### src/rtl/lsu_pkg.sv
// Shared definitions for the load/store unit: widths, RV32I funct3 width
// codes, FSM state type and the request legality check.
package lsu_pkg;

  localparam int XLEN   = 32;
  localparam int STRB_W = XLEN / 8;

  // RV32I funct3 width/sign codes (loads use all five, stores only B/H/W)
  localparam logic [2:0] F3_B  = 3'b000;
  localparam logic [2:0] F3_H  = 3'b001;
  localparam logic [2:0] F3_W  = 3'b010;
  localparam logic [2:0] F3_BU = 3'b100;
  localparam logic [2:0] F3_HU = 3'b101;

  typedef enum logic [1:0] {
    IDLE = 2'd0,
    REQ  = 2'd1,
    WAIT = 2'd2,
    RESP = 2'd3
  } lsu_state_t;

  // A request is legal when funct3 names a width that exists for the access
  // direction and the address is naturally aligned for that width.
  function automatic logic f3_legal(input logic       we,
                                    input logic [2:0] f3,
                                    input logic [1:0] off);
    logic ok;
    case (f3)
      F3_B:    ok = 1'b1;
      F3_H:    ok = ~off[0];
      F3_W:    ok = (off == 2'b00);
      F3_BU:   ok = ~we;
      F3_HU:   ok = ~we & ~off[0];
      default: ok = 1'b0;
    endcase
    return ok;
  endfunction

endpackage

### src/rtl/lsu_if.sv
// Bus bundles around the load/store unit: the core-facing request/response
// channel and the data-memory channel.
interface lsu_req_if;
  import lsu_pkg::*;

  logic            req_valid;
  logic            req_ready;
  logic            req_we;
  logic [2:0]      req_funct3;
  logic [XLEN-1:0] req_addr;
  logic [XLEN-1:0] req_wdata;
  logic            resp_valid;
  logic [XLEN-1:0] resp_rdata;
  logic            resp_err;

  // core side
  modport master (
    output req_valid, req_we, req_funct3, req_addr, req_wdata,
    input  req_ready, resp_valid, resp_rdata, resp_err
  );

  // load/store unit side
  modport slave (
    input  req_valid, req_we, req_funct3, req_addr, req_wdata,
    output req_ready, resp_valid, resp_rdata, resp_err
  );
endinterface

interface lsu_mem_if;
  import lsu_pkg::*;

  logic              mem_valid;
  logic              mem_ready;
  logic              mem_we;
  logic [XLEN-1:0]   mem_addr;
  logic [STRB_W-1:0] mem_wstrb;
  logic [XLEN-1:0]   mem_wdata;
  logic              mem_rvalid;
  logic [XLEN-1:0]   mem_rdata;

  // load/store unit side
  modport master (
    output mem_valid, mem_we, mem_addr, mem_wstrb, mem_wdata,
    input  mem_ready, mem_rvalid, mem_rdata
  );

  // memory side
  modport slave (
    input  mem_valid, mem_we, mem_addr, mem_wstrb, mem_wdata,
    output mem_ready, mem_rvalid, mem_rdata
  );
endinterface

### src/rtl/lsu_align.sv
// Byte-lane steering for the load/store unit. Purely combinational:
// store data is replicated across lanes with matching strobes, load data
// is picked from its lane and sign- or zero-extended.
module lsu_align
  import lsu_pkg::*;
(
  input  logic [2:0]        funct3_i,
  input  logic [1:0]        off_i,
  input  logic [XLEN-1:0]   wdata_i,
  input  logic [XLEN-1:0]   rdata_i,
  output logic [STRB_W-1:0] wstrb_o,
  output logic [XLEN-1:0]   wdata_o,
  output logic [XLEN-1:0]   rdata_o
);

  logic [7:0]  ld_byte;
  logic [15:0] ld_half;

  assign ld_byte = rdata_i[{off_i, 3'b000} +: 8];
  assign ld_half = rdata_i[{off_i[1], 4'b0000} +: 16];

  // Store path: replicate the low byte/halfword into every lane so the
  // strobes alone select where it lands.
  always_comb begin
    wstrb_o = '0;
    wdata_o = wdata_i;
    case (funct3_i)
      F3_B: begin
        wdata_o = {4{wdata_i[7:0]}};
        wstrb_o = 4'b0001 << off_i;
      end
      F3_H: begin
        wdata_o = {2{wdata_i[15:0]}};
        wstrb_o = 4'b0011 << off_i;
      end
      F3_W: begin
        wstrb_o = 4'b1111;
      end
      default: begin
        wstrb_o = '0;
      end
    endcase
  end

  // Load path: extend the selected lane to a full register value.
  always_comb begin
    rdata_o = '0;
    case (funct3_i)
      F3_B:    rdata_o = {{24{ld_byte[7]}}, ld_byte};
      F3_H:    rdata_o = {{16{ld_half[15]}}, ld_half};
      F3_W:    rdata_o = rdata_i;
      F3_BU:   rdata_o = {24'h000000, ld_byte};
      F3_HU:   rdata_o = {16'h0000, ld_half};
      default: rdata_o = '0;
    endcase
  end

endmodule

### src/rtl/lsu.sv
// Load/store unit: accepts one load/store from the core, performs a single
// word-aligned memory access and returns extended load data or an error.
// All outputs come from registers or the state decode, so nothing on the
// memory inputs reaches the response outputs combinationally.
module lsu
  import lsu_pkg::*;
(
  input  logic      clk,
  input  logic      rst_n,
  lsu_req_if.slave  req,
  lsu_mem_if.master mem
);

  lsu_state_t      state_q,  state_d;
  logic [XLEN-1:0] addr_q,   addr_d;
  logic [2:0]      funct3_q, funct3_d;
  logic            we_q,     we_d;
  logic [XLEN-1:0] wdata_q,  wdata_d;
  logic [XLEN-1:0] rdata_q,  rdata_d;
  logic            err_q,    err_d;

  logic [STRB_W-1:0] st_wstrb;
  logic [XLEN-1:0]   st_wdata;
  logic [XLEN-1:0]   ld_data;
  logic              in_req;

  lsu_align u_align (
    .funct3_i (funct3_q),
    .off_i    (addr_q[1:0]),
    .wdata_i  (wdata_q),
    .rdata_i  (mem.mem_rdata),
    .wstrb_o  (st_wstrb),
    .wdata_o  (st_wdata),
    .rdata_o  (ld_data)
  );

  // State and transaction registers; reset aborts any access in flight.
  always_ff @(posedge clk or negedge rst_n) begin
    if (!rst_n) begin
      state_q  <= IDLE;
      addr_q   <= '0;
      funct3_q <= '0;
      we_q     <= 1'b0;
      wdata_q  <= '0;
      rdata_q  <= '0;
      err_q    <= 1'b0;
    end else begin
      state_q  <= state_d;
      addr_q   <= addr_d;
      funct3_q <= funct3_d;
      we_q     <= we_d;
      wdata_q  <= wdata_d;
      rdata_q  <= rdata_d;
      err_q    <= err_d;
    end
  end

  // Next-state logic: accept, issue, wait for read data, respond.
  always_comb begin
    state_d  = state_q;
    addr_d   = addr_q;
    funct3_d = funct3_q;
    we_d     = we_q;
    wdata_d  = wdata_q;
    rdata_d  = rdata_q;
    err_d    = err_q;
    case (state_q)
      IDLE: begin
        if (req.req_valid) begin
          addr_d   = req.req_addr;
          funct3_d = req.req_funct3;
          we_d     = req.req_we;
          wdata_d  = req.req_wdata;
          rdata_d  = '0;
          if (f3_legal(req.req_we, req.req_funct3, req.req_addr[1:0])) begin
            err_d   = 1'b0;
            state_d = REQ;
          end else begin
            // illegal requests skip memory entirely
            err_d   = 1'b1;
            state_d = RESP;
          end
        end
      end
      REQ: begin
        if (mem.mem_ready) begin
          state_d = we_q ? RESP : WAIT;
        end
      end
      WAIT: begin
        if (mem.mem_rvalid) begin
          rdata_d = ld_data;
          state_d = RESP;
        end
      end
      RESP: begin
        state_d = IDLE;
      end
      default: begin
        state_d = IDLE;
      end
    endcase
  end

  assign in_req = (state_q == REQ);

  assign req.req_ready  = (state_q == IDLE);
  assign req.resp_valid = (state_q == RESP);
  assign req.resp_err   = (state_q == RESP) & err_q;
  assign req.resp_rdata = (state_q == RESP) ? rdata_q : '0;

  assign mem.mem_valid = in_req;
  assign mem.mem_we    = in_req & we_q;
  assign mem.mem_addr  = in_req ? {addr_q[XLEN-1:2], 2'b00} : '0;
  assign mem.mem_wstrb = (in_req && we_q) ? st_wstrb : '0;
  assign mem.mem_wdata = (in_req && we_q) ? st_wdata : '0;

endmodule

### src/flat_wrapper.sv
// flat-port wrapper written by rule: the top's interface ports become plain ports
module lsu_flat import lsu_pkg::*;
  (clk, rst_n, req_req_valid, req_req_we, req_req_funct3, req_req_addr, req_req_wdata, req_req_ready, req_resp_valid, req_resp_rdata, req_resp_err, mem_mem_valid, mem_mem_we, mem_mem_addr, mem_mem_wstrb, mem_mem_wdata, mem_mem_ready, mem_mem_rvalid, mem_mem_rdata);
  lsu_req_if req_i ();
  lsu_mem_if mem_i ();
  input  logic clk;
  input  logic rst_n;
  input wire logic [$bits(req_i.req_valid)-1:0] req_req_valid;
  input wire logic [$bits(req_i.req_we)-1:0] req_req_we;
  input wire logic [$bits(req_i.req_funct3)-1:0] req_req_funct3;
  input wire logic [$bits(req_i.req_addr)-1:0] req_req_addr;
  input wire logic [$bits(req_i.req_wdata)-1:0] req_req_wdata;
  output wire logic [$bits(req_i.req_ready)-1:0] req_req_ready;
  output wire logic [$bits(req_i.resp_valid)-1:0] req_resp_valid;
  output wire logic [$bits(req_i.resp_rdata)-1:0] req_resp_rdata;
  output wire logic [$bits(req_i.resp_err)-1:0] req_resp_err;
  output wire logic [$bits(mem_i.mem_valid)-1:0] mem_mem_valid;
  output wire logic [$bits(mem_i.mem_we)-1:0] mem_mem_we;
  output wire logic [$bits(mem_i.mem_addr)-1:0] mem_mem_addr;
  output wire logic [$bits(mem_i.mem_wstrb)-1:0] mem_mem_wstrb;
  output wire logic [$bits(mem_i.mem_wdata)-1:0] mem_mem_wdata;
  input wire logic [$bits(mem_i.mem_ready)-1:0] mem_mem_ready;
  input wire logic [$bits(mem_i.mem_rvalid)-1:0] mem_mem_rvalid;
  input wire logic [$bits(mem_i.mem_rdata)-1:0] mem_mem_rdata;
  assign req_i.req_valid = req_req_valid;
  assign req_i.req_we = req_req_we;
  assign req_i.req_funct3 = req_req_funct3;
  assign req_i.req_addr = req_req_addr;
  assign req_i.req_wdata = req_req_wdata;
  assign req_req_ready = req_i.req_ready;
  assign req_resp_valid = req_i.resp_valid;
  assign req_resp_rdata = req_i.resp_rdata;
  assign req_resp_err = req_i.resp_err;
  assign mem_mem_valid = mem_i.mem_valid;
  assign mem_mem_we = mem_i.mem_we;
  assign mem_mem_addr = mem_i.mem_addr;
  assign mem_mem_wstrb = mem_i.mem_wstrb;
  assign mem_mem_wdata = mem_i.mem_wdata;
  assign mem_i.mem_ready = mem_mem_ready;
  assign mem_i.mem_rvalid = mem_mem_rvalid;
  assign mem_i.mem_rdata = mem_mem_rdata;
  lsu u_core (.clk(clk), .rst_n(rst_n), .req(req_i), .mem(mem_i));
endmodule
### config.mk
export PLATFORM = sky130hd
export DESIGN_NAME = lsu_flat
export DESIGN_NICKNAME = d
export VERILOG_FILES = /design/src/rtl/lsu_pkg.sv /design/src/rtl/lsu_if.sv /design/src/rtl/lsu_align.sv /design/src/rtl/lsu.sv /design/src/flat_wrapper.sv
export SDC_FILE = /design/constraint.sdc
export NUM_CORES = 1
export LEC_CHECK = 0
export ABC_AREA = 0
export CAP_MARGIN = 20
export CORE_AREA = 5 5 123 125
export CTS_CLUSTER_SIZE = 28
export DETAILED_ROUTE_END_ITERATION = 8
export DIE_AREA = 0 0 128 130
export HOLD_SLACK_MARGIN = 0.1
export PLACE_DENSITY = 0.74
export SLEW_MARGIN = 20
export SYNTH_ARGS = -nofsm -noshare
export SYNTH_HDL_FRONTEND = slang
export SYNTH_SLANG_ARGS = --single-unit
### constraint.sdc
create_clock -name clk -period 1.8 [get_ports clk]
set_clock_uncertainty 0.05 [all_clocks]
set_input_delay 0.36 -clock clk [delete_from_list [all_inputs] [get_ports clk]]
set_output_delay 0.36 -clock clk [all_outputs]
set_load 0.01 [all_outputs]
### Yosys cells after proc, flatten, opt, wreduce, memory -nomap -nowiden

Cells that the tools add are included.

| word-level totals | value |
|---|---|
| bits in registers | 103 |
| bits in latches | 0 |
| bits in writable memories | 0 |
| memory bits (read-only) | 0 |
| bits of input ports | 105 |
| output and inout bits | 105 |
| memories | 0 |

| operators by class | value |
|---|---|
| $add $sub $neg | 0 |
| $mul | 0 |
| div/mod/pow operators | 0 |
| magnitude comparators | 0 |
| equality and inequality tests | 14 |
| shift-type cells | 4 |
| multiplexer cells | 20 |
| bitwise gates (word level) | 5 |
| reductions and logical operators | 9 |

Operators with widths:

| cell | number |
|---|---|
| 2-to-1 mux 32 bit | 5 |
| case mux 32 bit (5 select lines) | 1 |
| case mux 32 bit (2 select lines) | 2 |
| variable part select 32 x 6 -> 16 bit | 1 |
| variable part select 32 x 6 -> 8 bit | 1 |
| equality test 3 bit, second input constant | 4 |
| case mux 4 bit (3 select lines) | 1 |
| 2-to-1 mux 2 bit | 4 |
| case mux 2 bit (4 select lines) | 1 |
| equality test 3 x 1 -> 1 bit, second input constant | 2 |
| equality test 3 x 2 -> 1 bit, second input constant | 2 |
| logical NOT 3 bit | 2 |
| inequality test 2 bit, second input constant | 3 |
| AND reduction 3 bit | 2 |
| case mux 1 bit (5 select lines) | 1 |
| equality test 2 bit, second input constant | 2 |
| logical NOT 2 bit | 2 |
| 2-to-1 mux 1 bit | 4 |
| 2-to-1 mux 4 bit | 1 |
| << shifter 1 x 2 -> 4 bit, first input constant | 1 |
| << shifter 2 x 2 -> 4 bit, first input constant | 1 |
| bitwise AND 1 bit | 3 |
| equality test 2 x 1 -> 1 bit, second input constant | 1 |
| inverter 1 bit | 2 |
| 3 further kinds | 3 |

### Depth between registers and ports, before layout

| depth | value |
|---|---|
| depth in word-level cells | 8 |
| gate-level depth with buffers | 8 |
| depth with buffers taken out | 6 |

### Modules after synthesis

A second synthesis with hierarchy kept.

| unflattened totals | value |
|---|---|
| cells, all modules | 545 |
| area, all modules | 5880.6 um^2 |

Modules (own cells, without submodules):

| module | instances | cells each | area each (um^2) |
|---|---|---|---|
| lsu | 1 | 359 | 4615.7 |
| lsu_align | 1 | 186 | 1265.0 |

### Worst setup path before layout

Ideal clock, no wire load.

| timing path | value |
|---|---|
| kind | register to output |
| from | register u_core.state_q[1] |
| to | output mem_mem_wstrb[1] |
| arrival time | 1.684 ns |
| slack | -0.294 ns |
| stages on the path, launching flop included | 6 |
| buffers on the path | 1 |
| cell sequence | dfrtp_1 inv_1 ha_1 nand2_1 clkbuf_1 a2111oi_0 |

| on the way | value |
|---|---|
| word-level cells in the longest chain between the ends | 3 |

RTL lines:

| item | line | RTL |
|---|---|---|
| start, declared | lsu.sv:14 | `lsu_state_t state_q, state_d;` |
| start signal, assigned | lsu.sv:48 | `state_q <= state_d;` |
| equality test 2 x 1 -> 1 bit | lsu.sv:105 | `assign in_req = (state_q == REQ);` |
| via mem_mem_valid | flat_wrapper.sv:17 | `output wire logic [$bits(mem_i.mem_valid)-1:0] mem_mem_valid;` |
| logical AND 1 bit | lsu.sv:115 | `assign mem.mem_wstrb = (in_req && we_q) ? st_wstrb : '0;` |
| 2-to-1 mux 4 bit | lsu.sv:115 |  |
| end, declared | flat_wrapper.sv:20 | `output wire logic [$bits(mem_i.mem_wstrb)-1:0] mem_mem_wstrb;` |

The timed path passes the listed nets, and every way through them passes these cells.

### Worst setup path in the final report

| timing path | value |
|---|---|
| from | register u_core.state_q[0] |
| to | output mem_mem_we |

| on the way | value |
|---|---|
| word-level cells in the longest chain between the ends | 2 |

RTL lines:

| item | line | RTL |
|---|---|---|
| equality test 2 x 1 -> 1 bit | lsu.sv:105 |  |
| bitwise AND 1 bit | lsu.sv:113 | `assign mem.mem_we = in_req & we_q;` |
| end, declared | flat_wrapper.sv:18 | `output wire logic [$bits(mem_i.mem_we)-1:0] mem_mem_we;` |

Every way passes these cells.

==> results.py <==
metrics = {
    "place": {
        "port_buffers": 207,
        "place_congestion": 0.842,
        "place_ws_ns": -0.695,
        "dp.cells": 937,
        "hpwlAfterDp_mm": 13.5,
    },
    "power_and_ir_drop": {
        "ir_drop_v": 0.000808,
        "p_sw_mw": 6.15,
        "p_seq_share_pct": 26.3,
        "power_mw": 16.2,
        "leakage_nw": 4.32,
        "clock_power_share_pct": 12.7,
        "netSwitchingFraction_pct": 38.1,
        "cellPowerDensity_mw_per_mm2": 1710,
        "p_int_mw": 10.0,
        "combPwrFrac_pct": 60.9,
    },
    "global_route": {
        "grt_antenna_before_repair": 1,
        "overflow": 0,
        "grt_pass1_wl_mm": 29.3,
        "grtUsageTotal_pct": 22.5,
        "grt_pass1_vias": 5539,
        "grt_start_max_net_pins": 44,
    },
    "critical_path": {
        "timing.critical_path.arrival_ns": 1.71,
        "end_kind": "primary output",
        "crit_type": "register to primary output",
        "cp_data_required_time_ns": 1.39,
        "startpoint_type": "register",
        "crit_fanout": 6,
    },
    "timing": {
        "worst_pin_slew_ns": 0.546,
        "period_needed_ns": 2.12,
        "fin_setup_tns_ns": -29.41,
        "final_hold_viol_count": 0,
        "max-slew-margin-rel_pct": 63.5,
        "slew_violations": 0,
        "setup_slack_ns": -0.317,
        "rsz0062_at_grt": "yes",
        "max_freq_ghz": 0.472,
        "setup_viol": 134,
        "fin_crit_sh_pct": 118,
    },
    "floorplanning": {
        "fp.dieArea_sq_mm": 0.0166,
        "core_sq_mm": 0.0138,
        "die-width_um": 128,
        "io-pin-count": 210,
        "die_h_um": 130,
        "floorplan.initialDensity_pct": 39.6,
        "num_rows": 43,
    },
    "finish": {
        "layout-drive-gt1-share_pct": 52.0,
        "post-route-util_pct": 68.6,
        "final_nets": 916,
        "fin_cells": 992,
        "area_delta_synth_final_pct": 73.1,
    },
    "synth": {
        "synth_ff_type": "dfrtp_1",
        "netlist.area_leader.share_pct": 47.2,
        "synth_cells": 528,
        "synth_seq_cells": 103,
        "yosysUniqueCellTypes": 41,
        "synthArstFlopShare_pct": 100,
        "synthTopCellsByArea": "dfrtp_1 47%, mux2_2 14%, and2_1 7.3%",
        "seq_area_frac_synth_pct": 47.2,
        "synth_edf_count": 0,
        "yosysWarnings": 0,
        "yosysMostFrequentCell": "dfrtp_1",
        "syn_area_sq_mm": 0.00546,
        "synthTopCellsByCount": "103 x dfrtp_1, 74 x nand2_1, 70 x mux2_2",
        "synth_area_per_cell_sq_um": 10.3,
        "yosysTopAreaCell": "dfrtp_1",
    },
    "drt": {
        "vias_per_cell": 5.29,
        "drtIter0Drc": 457,
        "vias": 5243,
        "remaining_drc_errors": 0,
        "drt-wirelength-per-cell_um": 20.1,
        "dr.pass1.iters": 5,
        "routed_wl_mm": 19.9,
        "ant_nets": 0,
    },
    "clock_network": {
        "cts.path.max_buffers": 2,
        "cts_tree": "yes",
        "cts_buffers": 9,
        "clkLatencyLatePin_ns": 0.35,
        "clkTransAtPathRegs_ns": 0.07,
        "h-tree-depth": 3,
        "numClockSinks": 103,
        "clockRootBuffer": "clkbuf_16",
    },
    "job": {
        "cap_violations": 0,
    },
    "run_status": {
        "violations": "negative setup slack",
        "status": "complete, but fails checks",
    },
    "min_path": {
        "hold_path_class": "register to register",
    },
}
-- cells in the final DEF (no fill, tap or decap), drive strengths merged, types with 2 or more instances in the layout --
cell / count
ha: 5
a221oi: 8
a211oi: 8
a21oi: 27
nor2: 17
dfrtp: 103
mux2: 70
clkbuf: 17
and3: 9
o21ai: 19
mux2i: 10
conb: 2
and2: 64
nand2b: 12
buf: 199
a2111oi: 3
nand2: 74
a22oi: 7
nand3: 8
nor2b: 3
clkdlybuf4s50: 103
a221o: 17
nor3: 4
inv: 7
-- registers in the layout, indices dropped and copies added, names as in the netlist --
name	count
u_core.addr_q	32
u_core.rdata_q	32
u_core.wdata_q	32
u_core.funct3_q	3
u_core.state_q	2
u_core.err_q	1
u_core.we_q	1
-- power groups by stage --
stage / combinational, mW / clock, mW / sequential (mW)
floorplan: 4.19 / 0 / 3.95
global placement: 7.21 / 0 / 4.07
detailed placement: 7.39 / 0 / 4.15
CTS: 8.34 / 2.08 / 4.18
global route: 10.5 / 2.19 / 4.37
finish: 9.84 / 2.06 / 4.25
-- final cells by class --
class | instances | area [sq um]
fill | 1014 | 4320
multi-input combinational | 377 | 3210
clock buffer | 12 | 256
antenna | 1 | 2.50
tap | 180 | 225
inverter | 6 | 22.5
clock inverter | 4 | 51.3
sequential | 103 | 2580
timing repair buffer | 309 | 3100
-- worst paths after layout --
path | start | to | slack, ns | depth (start not counted)
max | u_core.state_q[0] | mem_mem_we | -0.32 | 7
min | u_core.rdata_q[4] | u_core.rdata_q[4] | 0.43 | 2
max reg2reg | u_core.state_q[1] | u_core.rdata_q[18] | -0.21 | 9
min reg2reg | u_core.rdata_q[4] | u_core.rdata_q[4] | 0.43 | 2
max in group asynchronous | rst_n | u_core.funct3_q[0] | 0.58 | 3
min in group asynchronous | rst_n | u_core.addr_q[6] | 0.48 | 2
-- metal layers --
metal  GRT usage, %  part of all wire (%)
met5              0                 0.055
met4           6.43                   2.0
met3           6.47                   9.1
met2           38.0                    50
met1           28.3                    39
-- critical path, stage by stage (launching register included) --
cell and delay, ns:
dfrtp_1 0.39, buf_6 0.12, ha_4 0.18, nand2_4 0.08
buf_6 0.15, buf_6 0.14, inv_2 0.06, clkdlybuf4s15_2 0.23
-- what timing repair did --
item                                    CTS  global route
hold buffers                              1             0
resized for setup                       522           116
endpoints found under the setup margin  135           200
pin swaps                                13            50
buffers inserted                         13            14
hold endpoints to repair                 30             0
cloned                                    5             6
-- per-stage QoR --
stage,area (sq um),hold WS (ns)
2_1_floorplan,5550,0.0144
3_3_place_gp,8210,0.294
3_5_place_dp,8210,0.295
4_1_cts,8750,0.432
5_1_grt,9450,0.461
6_report,9450,0.434
-- logic make-up (layout without fill, tap and decap cells) --
group	count (synthesis)	in the layout	share of synthesized area (%)
AND/OR/NAND/NOR	196	196	18.3
buffers and inverters	49	331	4.17
adder cells (fa/ha/maj)	5	5	1.15
AO/OA/AOI/OAI	93	93	12.3
flip-flops	103	103	47.2
multiplexers	81	81	16.8
other	1	3	0.0687
No activity file was read; power rests on OpenSTA's default activity.
